## src/rtl/multicycle_ctrl_fsm.sv

```systemverilog
// -----------------------------------------------------------------------------
// multicycle_ctrl_fsm
//   Sequencing controller for the multicycle ARM-subset datapath. Each
//   instruction is walked through FETCH/DECODE/EXECUTE/MEM/WB states that
//   share a single memory port. Memory states are stretched until MemReady.
//   A bounded wait counter traps a stuck handshake to FAULT, and an
//   unimplemented Op (2'b11) also traps to FAULT. FAULT is left only by reset.
//
// Ports
//   clk        in   rising-edge clock
//   reset      in   asynchronous, active-low; forces FETCH immediately
//   Op         in   instr[27:26], sampled in DECODE
//   Funct      in   instr[25:20]; [5]=I (immediate), [0]=S/L
//   MemReady   in   memory handshake done this cycle
//   IRWrite    out  load instruction register (FETCH && MemReady)
//   NextPC     out  PC <= PC+4 (FETCH && MemReady)
//   AdrSrc     out  0=PC, 1=ALUOut as memory address
//   ALUSrcA    out  0=Rn, 1=PC
//   ALUSrcB    out  00=Rm, 01=ExtImm, 10=const 4
//   ResultSrc  out  00=ALUOut, 01=ReadData, 10=ALUResult
//   ALUOp      out  1=ALU decoder uses Funct, 0=ADD
//   RegW       out  raw register write
//   MemW       out  raw memory write, held until MemReady
//   Branch     out  raw branch strobe
//   Fault      out  sticky trap indicator
//   State      out  current state (debug), encoding in the table below
//
// State table
//   code | state  | meaning
//   0    | FETCH  | read instruction at PC, PC+4 computed; waits on MemReady
//   1    | DECODE | register read, PC+8 formed, Op decoded
//   2    | EXECR  | data-processing, register operand
//   3    | EXECI  | data-processing, immediate operand
//   4    | ALUWB  | write ALU result to register file
//   5    | MEMADR | compute load/store address
//   6    | MEMRD  | load access; waits on MemReady
//   7    | MEMWB  | write load data to register file
//   8    | MEMWR  | store access, MemW held; waits on MemReady
//   9    | BRANCH | branch target to PC
//   10   | FAULT  | trap; only reset leaves
//   11-15 unused, decode to FAULT on the next edge
// -----------------------------------------------------------------------------
module multicycle_ctrl_fsm #(
  parameter int TIMEOUT = 15,
  parameter int CNT_W   = 4
) (
  input  logic       clk,
  input  logic       reset,
  input  logic [1:0] Op,
  input  logic [5:0] Funct,
  input  logic       MemReady,
  output logic       IRWrite,
  output logic       NextPC,
  output logic       AdrSrc,
  output logic       ALUSrcA,
  output logic [1:0] ALUSrcB,
  output logic [1:0] ResultSrc,
  output logic       ALUOp,
  output logic       RegW,
  output logic       MemW,
  output logic       Branch,
  output logic       Fault,
  output logic [3:0] State
);

  typedef enum logic [3:0] {
    S_FETCH  = 4'd0,
    S_DECODE = 4'd1,
    S_EXECR  = 4'd2,
    S_EXECI  = 4'd3,
    S_ALUWB  = 4'd4,
    S_MEMADR = 4'd5,
    S_MEMRD  = 4'd6,
    S_MEMWB  = 4'd7,
    S_MEMWR  = 4'd8,
    S_BRANCH = 4'd9,
    S_FAULT  = 4'd10
  } state_e;

  localparam logic [CNT_W-1:0] TO_VAL  = CNT_W'(TIMEOUT);
  localparam logic [CNT_W-1:0] CNT_MAX = '1;

  state_e           state_q, state_d;
  logic [CNT_W-1:0] cnt_q, cnt_d;
  logic             waiting;
  logic             timeout_hit;
  logic             unused_funct;

  // Only the I and S/L bits of Funct steer sequencing.
  assign unused_funct = ^Funct[4:1];

  always_ff @(posedge clk or negedge reset) begin
    if (!reset) begin
      state_q <= S_FETCH;
      cnt_q   <= '0;
    end else begin
      state_q <= state_d;
      cnt_q   <= cnt_d;
    end
  end

  always_comb begin
    state_d     = state_q;
    waiting     = ((state_q == S_FETCH) || (state_q == S_MEMRD) || (state_q == S_MEMWR))
                  && !MemReady;
    // A handshake completing in the timeout cycle wins, since waiting needs !MemReady.
    timeout_hit = (TIMEOUT != 0) && waiting && (cnt_q == TO_VAL);

    case (state_q)
      S_FETCH:  if (MemReady) state_d = S_DECODE;
      S_DECODE: begin
        case (Op)
          2'b00:   state_d = Funct[5] ? S_EXECI : S_EXECR;
          2'b01:   state_d = S_MEMADR;
          2'b10:   state_d = S_BRANCH;
          default: state_d = S_FAULT;
        endcase
      end
      S_EXECR:  state_d = S_ALUWB;
      S_EXECI:  state_d = S_ALUWB;
      S_ALUWB:  state_d = S_FETCH;
      S_MEMADR: state_d = Funct[0] ? S_MEMRD : S_MEMWR;
      S_MEMRD:  if (MemReady) state_d = S_MEMWB;
      S_MEMWB:  state_d = S_FETCH;
      S_MEMWR:  if (MemReady) state_d = S_FETCH;
      S_BRANCH: state_d = S_FETCH;
      S_FAULT:  state_d = S_FAULT;
      default:  state_d = S_FAULT;
    endcase

    if (timeout_hit) state_d = S_FAULT;

    // Counter restarts on any state change and saturates rather than wrapping.
    if (state_d != state_q)
      cnt_d = '0;
    else if (waiting && (cnt_q != CNT_MAX))
      cnt_d = cnt_q + CNT_W'(1);
    else
      cnt_d = cnt_q;
  end

  always_comb begin
    IRWrite   = 1'b0;
    NextPC    = 1'b0;
    AdrSrc    = 1'b0;
    ALUSrcA   = 1'b0;
    ALUSrcB   = 2'b00;
    ResultSrc = 2'b00;
    ALUOp     = 1'b0;
    RegW      = 1'b0;
    MemW      = 1'b0;
    Branch    = 1'b0;
    Fault     = 1'b0;

    case (state_q)
      S_FETCH: begin
        ALUSrcA   = 1'b1;
        ALUSrcB   = 2'b10;
        ResultSrc = 2'b10;
        // Gated by reset so no strobe leaves the block while reset is held.
        IRWrite   = MemReady && reset;
        NextPC    = MemReady && reset;
      end
      S_DECODE: begin
        ALUSrcA   = 1'b1;
        ALUSrcB   = 2'b10;
        ResultSrc = 2'b10;
      end
      S_EXECR: begin
        ALUOp = 1'b1;
      end
      S_EXECI: begin
        ALUSrcB = 2'b01;
        ALUOp   = 1'b1;
      end
      S_ALUWB: begin
        RegW = 1'b1;
      end
      S_MEMADR: begin
        ALUSrcB = 2'b01;
      end
      S_MEMRD: begin
        AdrSrc = 1'b1;
      end
      S_MEMWB: begin
        ResultSrc = 2'b01;
        RegW      = 1'b1;
      end
      S_MEMWR: begin
        AdrSrc = 1'b1;
        MemW   = 1'b1;
      end
      S_BRANCH: begin
        ALUSrcB   = 2'b01;
        ResultSrc = 2'b10;
        Branch    = 1'b1;
      end
      S_FAULT: begin
        Fault = 1'b1;
      end
      default: ;
    endcase
  end

  assign State = state_q;

endmodule

```

## config.mk

```make
export PLATFORM = sky130hd
export DESIGN_NAME = multicycle_ctrl_fsm
export DESIGN_NICKNAME = d
export VERILOG_FILES = /design/src/rtl/multicycle_ctrl_fsm.sv
export SDC_FILE = /design/constraint.sdc
export NUM_CORES = 1
export LEC_CHECK = 0
export ABC_AREA = 1
export CAP_MARGIN = 25
export CORE_ASPECT_RATIO = 1.5
export CORE_UTILIZATION = 35
export CTS_CLUSTER_DIAMETER = 120
export CTS_CLUSTER_SIZE = 28
export DETAILED_ROUTE_END_ITERATION = 10
export PLACE_DENSITY = 0.75
export SLEW_MARGIN = 20
export SYNTH_ARGS = -nofsm -noshare
export SYNTH_HDL_FRONTEND = slang
export SYNTH_SLANG_ARGS = --single-unit
```

## constraint.sdc

```tcl
create_clock -name clk -period 3.4 [get_ports clk]
set_input_delay 0.68 -clock clk [delete_from_list [all_inputs] [get_ports clk]]
set_output_delay 0.68 -clock clk [all_outputs]
set_load 0.1 [all_outputs]
```

==> results.py <==
metrics = {
    "detailed_routing": {
        "firstDrtPassIters": 4,
        "drt-total-wl_um": 1590,
        "wl_met2_um": 885,
        "routedLengthMet1_um": 672,
        "drc_errors": 0,
        "drtAntennaViolNets": 0,
        "dr.max_layer_used": "met3",
        "dr_wl_met3_um": 33,
        "vias": 786,
        "wl_per_cell_um": 9.47,
        "vias_per_cell": 4.68,
        "dr.first_iter.drc_count": 12,
    },
    "placement": {
        "dp_hpwl_um": 1350,
        "place_area_sq_um": 1030,
        "io_buffer_count": 23,
        "place_congestion": 0.864,
        "numPlacedInstances": 165,
    },
    "logic_synthesis": {
        "yosysTopAreaCell": "dfrtp_1",
        "yosys-top-cells-area": "dfrtp_1, nand2_1, inv_1",
        "async_flop_share_pct": 100,
        "yosys.area_share.simple_pct": 45.7,
        "synth-edff-count": 0,
        "netlist_area_sq_um": 793,
        "synth_ff_type": "dfrtp_1",
        "avgSynthCellArea_sq_um": 6.56,
        "yosysWarnings": 0,
        "synth_fa_ha_area_share_pct": 7.89,
        "synth_nets": 137,
        "synthTopCellsByCount": "nand2_1, inv_1, nor2_1",
        "synth_top_family_by_area": "simple AND/OR/NAND/NOR gates",
        "synth_compound_area_share_pct": 5.21,
        "yosysSeqAreaShare_pct": 25.2,
        "synth-seq-cells": 8,
        "yosysMostFrequentCell": "nand2_1",
        "muxShareOfSynthArea_pct": 0,
        "synth_xor_area_share_pct": 2.21,
        "synth_cell_types": 19,
        "syn_inst": 121,
        "synth_top_area_share_pct": 25.2,
    },
    "die": {
        "dieHeight_um": 60.3,
        "start_util_pct": 38.2,
        "core_region_area_sq_um": 2080,
        "die-area_sq_um": 2460,
        "rows": 20,
        "die_w_um": 40.9,
        "pin_count": 28,
    },
    "run": {
        "maxCapViolations": 0,
    },
    "final_layout": {
        "final_area_sq_um": 1050,
        "n_fill_cell": 215,
        "final_layout_size_suffix_gt1_share_pct": 29.5,
        "n_antenna_cell": 0,
        "layoutNonFillerInstCount": 168,
        "utilization_pct": 50.8,
        "nNetsFinal": 164,
        "syn_to_final_growth_pct": 33.0,
    },
    "worst_setup_path": {
        "cp-start-kind": "input pin",
        "critical_path_arrival_ns": 1.82,
        "crit_type": "in2out",
        "cp_cell_sequence": "clkdlybuf4s50_1, buf_4, nand2_1, nor2_2, buf_12",
        "cp_slowest_cell": "clkdlybuf4s50_1",
        "cp_slowest_stage_delay_ns": 0.45,
        "crit_fanout": 9,
        "cp-end-kind": "output port",
        "worstPathRequired_ns": 2.72,
    },
    "clock_tree": {
        "ctsHoldBuffers": 0,
        "numCtsBuffers": 3,
        "cts_resized": 0,
        "clock_sinks": 8,
        "tritoncts": "done",
        "cts.root.buffer_cell": "clkbuf_4",
        "clk_latency_ns": 0.24,
        "clock_path_buffers": 2,
        "path_clk_slew_ns": 0.05,
        "postCtsSetupRepairBufs": 0,
        "cts.htree.levels": 1,
    },
    "timing": {
        "hold_slack_ns": 0.578,
        "min_period_over_period_pct": 73.4,
        "rsz0062_at_grt": "no",
        "setup_viol": 0,
        "fmax_mhz": 401,
        "worst_slew_pin_slew_ns": 0.397,
        "max-slew-margin-rel_pct": 73.5,
        "min_period_ns": 2.50,
        "finalHoldViolCount": 0,
        "skew_ns": 0.000497,
        "slew_viol_final": 0,
    },
    "power": {
        "powerDensity_nw_per_um2": 171,
        "finalPower_mw": 0.180,
        "peakVddDrop_mv": 0.114,
        "leakage_nw": 0.565,
    },
    "grt": {
        "grt_pass1_vias": 669,
        "track_usage_pct": 14.6,
        "antenna_found_initial": 0,
        "grt_pass1_wl_um": 2540,
        "grt_start_max_net_pins": 12,
        "grt.overflow.total": 0,
    },
    "outcome": {
        "status": "finished clean",
    },
    "hold_path": {
        "min_path_type": "reg2reg",
    },
}
## kinds of logic (layout without fill, tap and decap cells)
logic type	Yosys count	in the layout
and+or+nand+nor	72	72
buffers and inverters	26	51
DFF	8	8
adders and majority gates	5	5
AOI/OAI and AO/OA	8	8
xor gates and xnor gates	2	2
## worst paths after layout
path	startpoint	to	slack (ns)	cells past startpoint
setup / recovery	reset	NextPC	0.90	5
hold / removal	cnt_q[0]$_DFFE_PN0P_	cnt_q[0]$_DFFE_PN0P_	0.58	2
setup reg to reg	State[1]$_DFF_PN0_	cnt_q[1]$_DFFE_PN0P_	1.71	12
hold reg to reg	cnt_q[0]$_DFFE_PN0P_	cnt_q[0]$_DFFE_PN0P_	0.58	2
max in group asynchronous	reset	State[0]$_DFF_PN0_	2.55	2
min in group asynchronous	reset	cnt_q[2]$_DFFE_PN0P_	0.72	2
## state kept, by name, summed over array words and instances (netlist names)
register  count
State         4
cnt_q         4
## per-stage QoR
step / setup WS (ns) / TNS (ns)
2_1_floorplan: -0.486 / -0.607
3_3_place_gp: 0.910 / 0
3_5_place_dp: 0.890 / 0
4_1_cts: 0.889 / 0
5_1_grt: 0.838 / 0
6_report: 0.905 / 0
## critical path: cells and delay by family
kind | cells | cell delay [ns]
buf+inv | 3 | 0.82
simple gates | 2 | 0.30
## layout by cell type (no fill, tap or decap), types with 3 or more instances in the layout
cell	synthesis	routed
buf_4	1	16
clkbuf_4	0	3
clkdlybuf4s50_1	0	6
dfrtp_1	8	8
ha_1	5	5
inv_1	20	20
inv_2	4	4
nand2_1	29	29
nand2_2	4	4
nand3_1	8	8
nand3_4	3	3
nor2_1	15	13
nor2_2	8	10
o21ai_0	5	3
## routing by layer
| layer | track usage [%] | up-vias |
|---|---|---|
| met1 | 18.7 | 352 |
| met4 | 5.71 | 0 |
| met3 | 1.12 | 0 |
| met5 | 0 | - |
| met2 | 24.1 | 10 |
| li1 | - | 424 |
## report_power, final
part | total (mW) | switching [mW] | leakage, nW | internal, mW
registers | 0.0954 | 0 | 0.101 | 0.0954
clock network | 0.0674 | 0.0273 | 0.0138 | 0.0401
logic | 0.0176 | 0.00807 | 0.450 | 0.00950
## cell type report
class                           count  area [sq um]  area share (%)
Clock buffer                        3          22.5            2.14
Inverter                           24          90.1            8.54
Multi-Input combinational cell     87           494            46.9
Sequential cell                     8           200            19.0
Tap cell                           22          27.5            2.61
Timing Repair Buffer               24           220            20.9
Note: power is estimated with default switching activity, not from simulation.
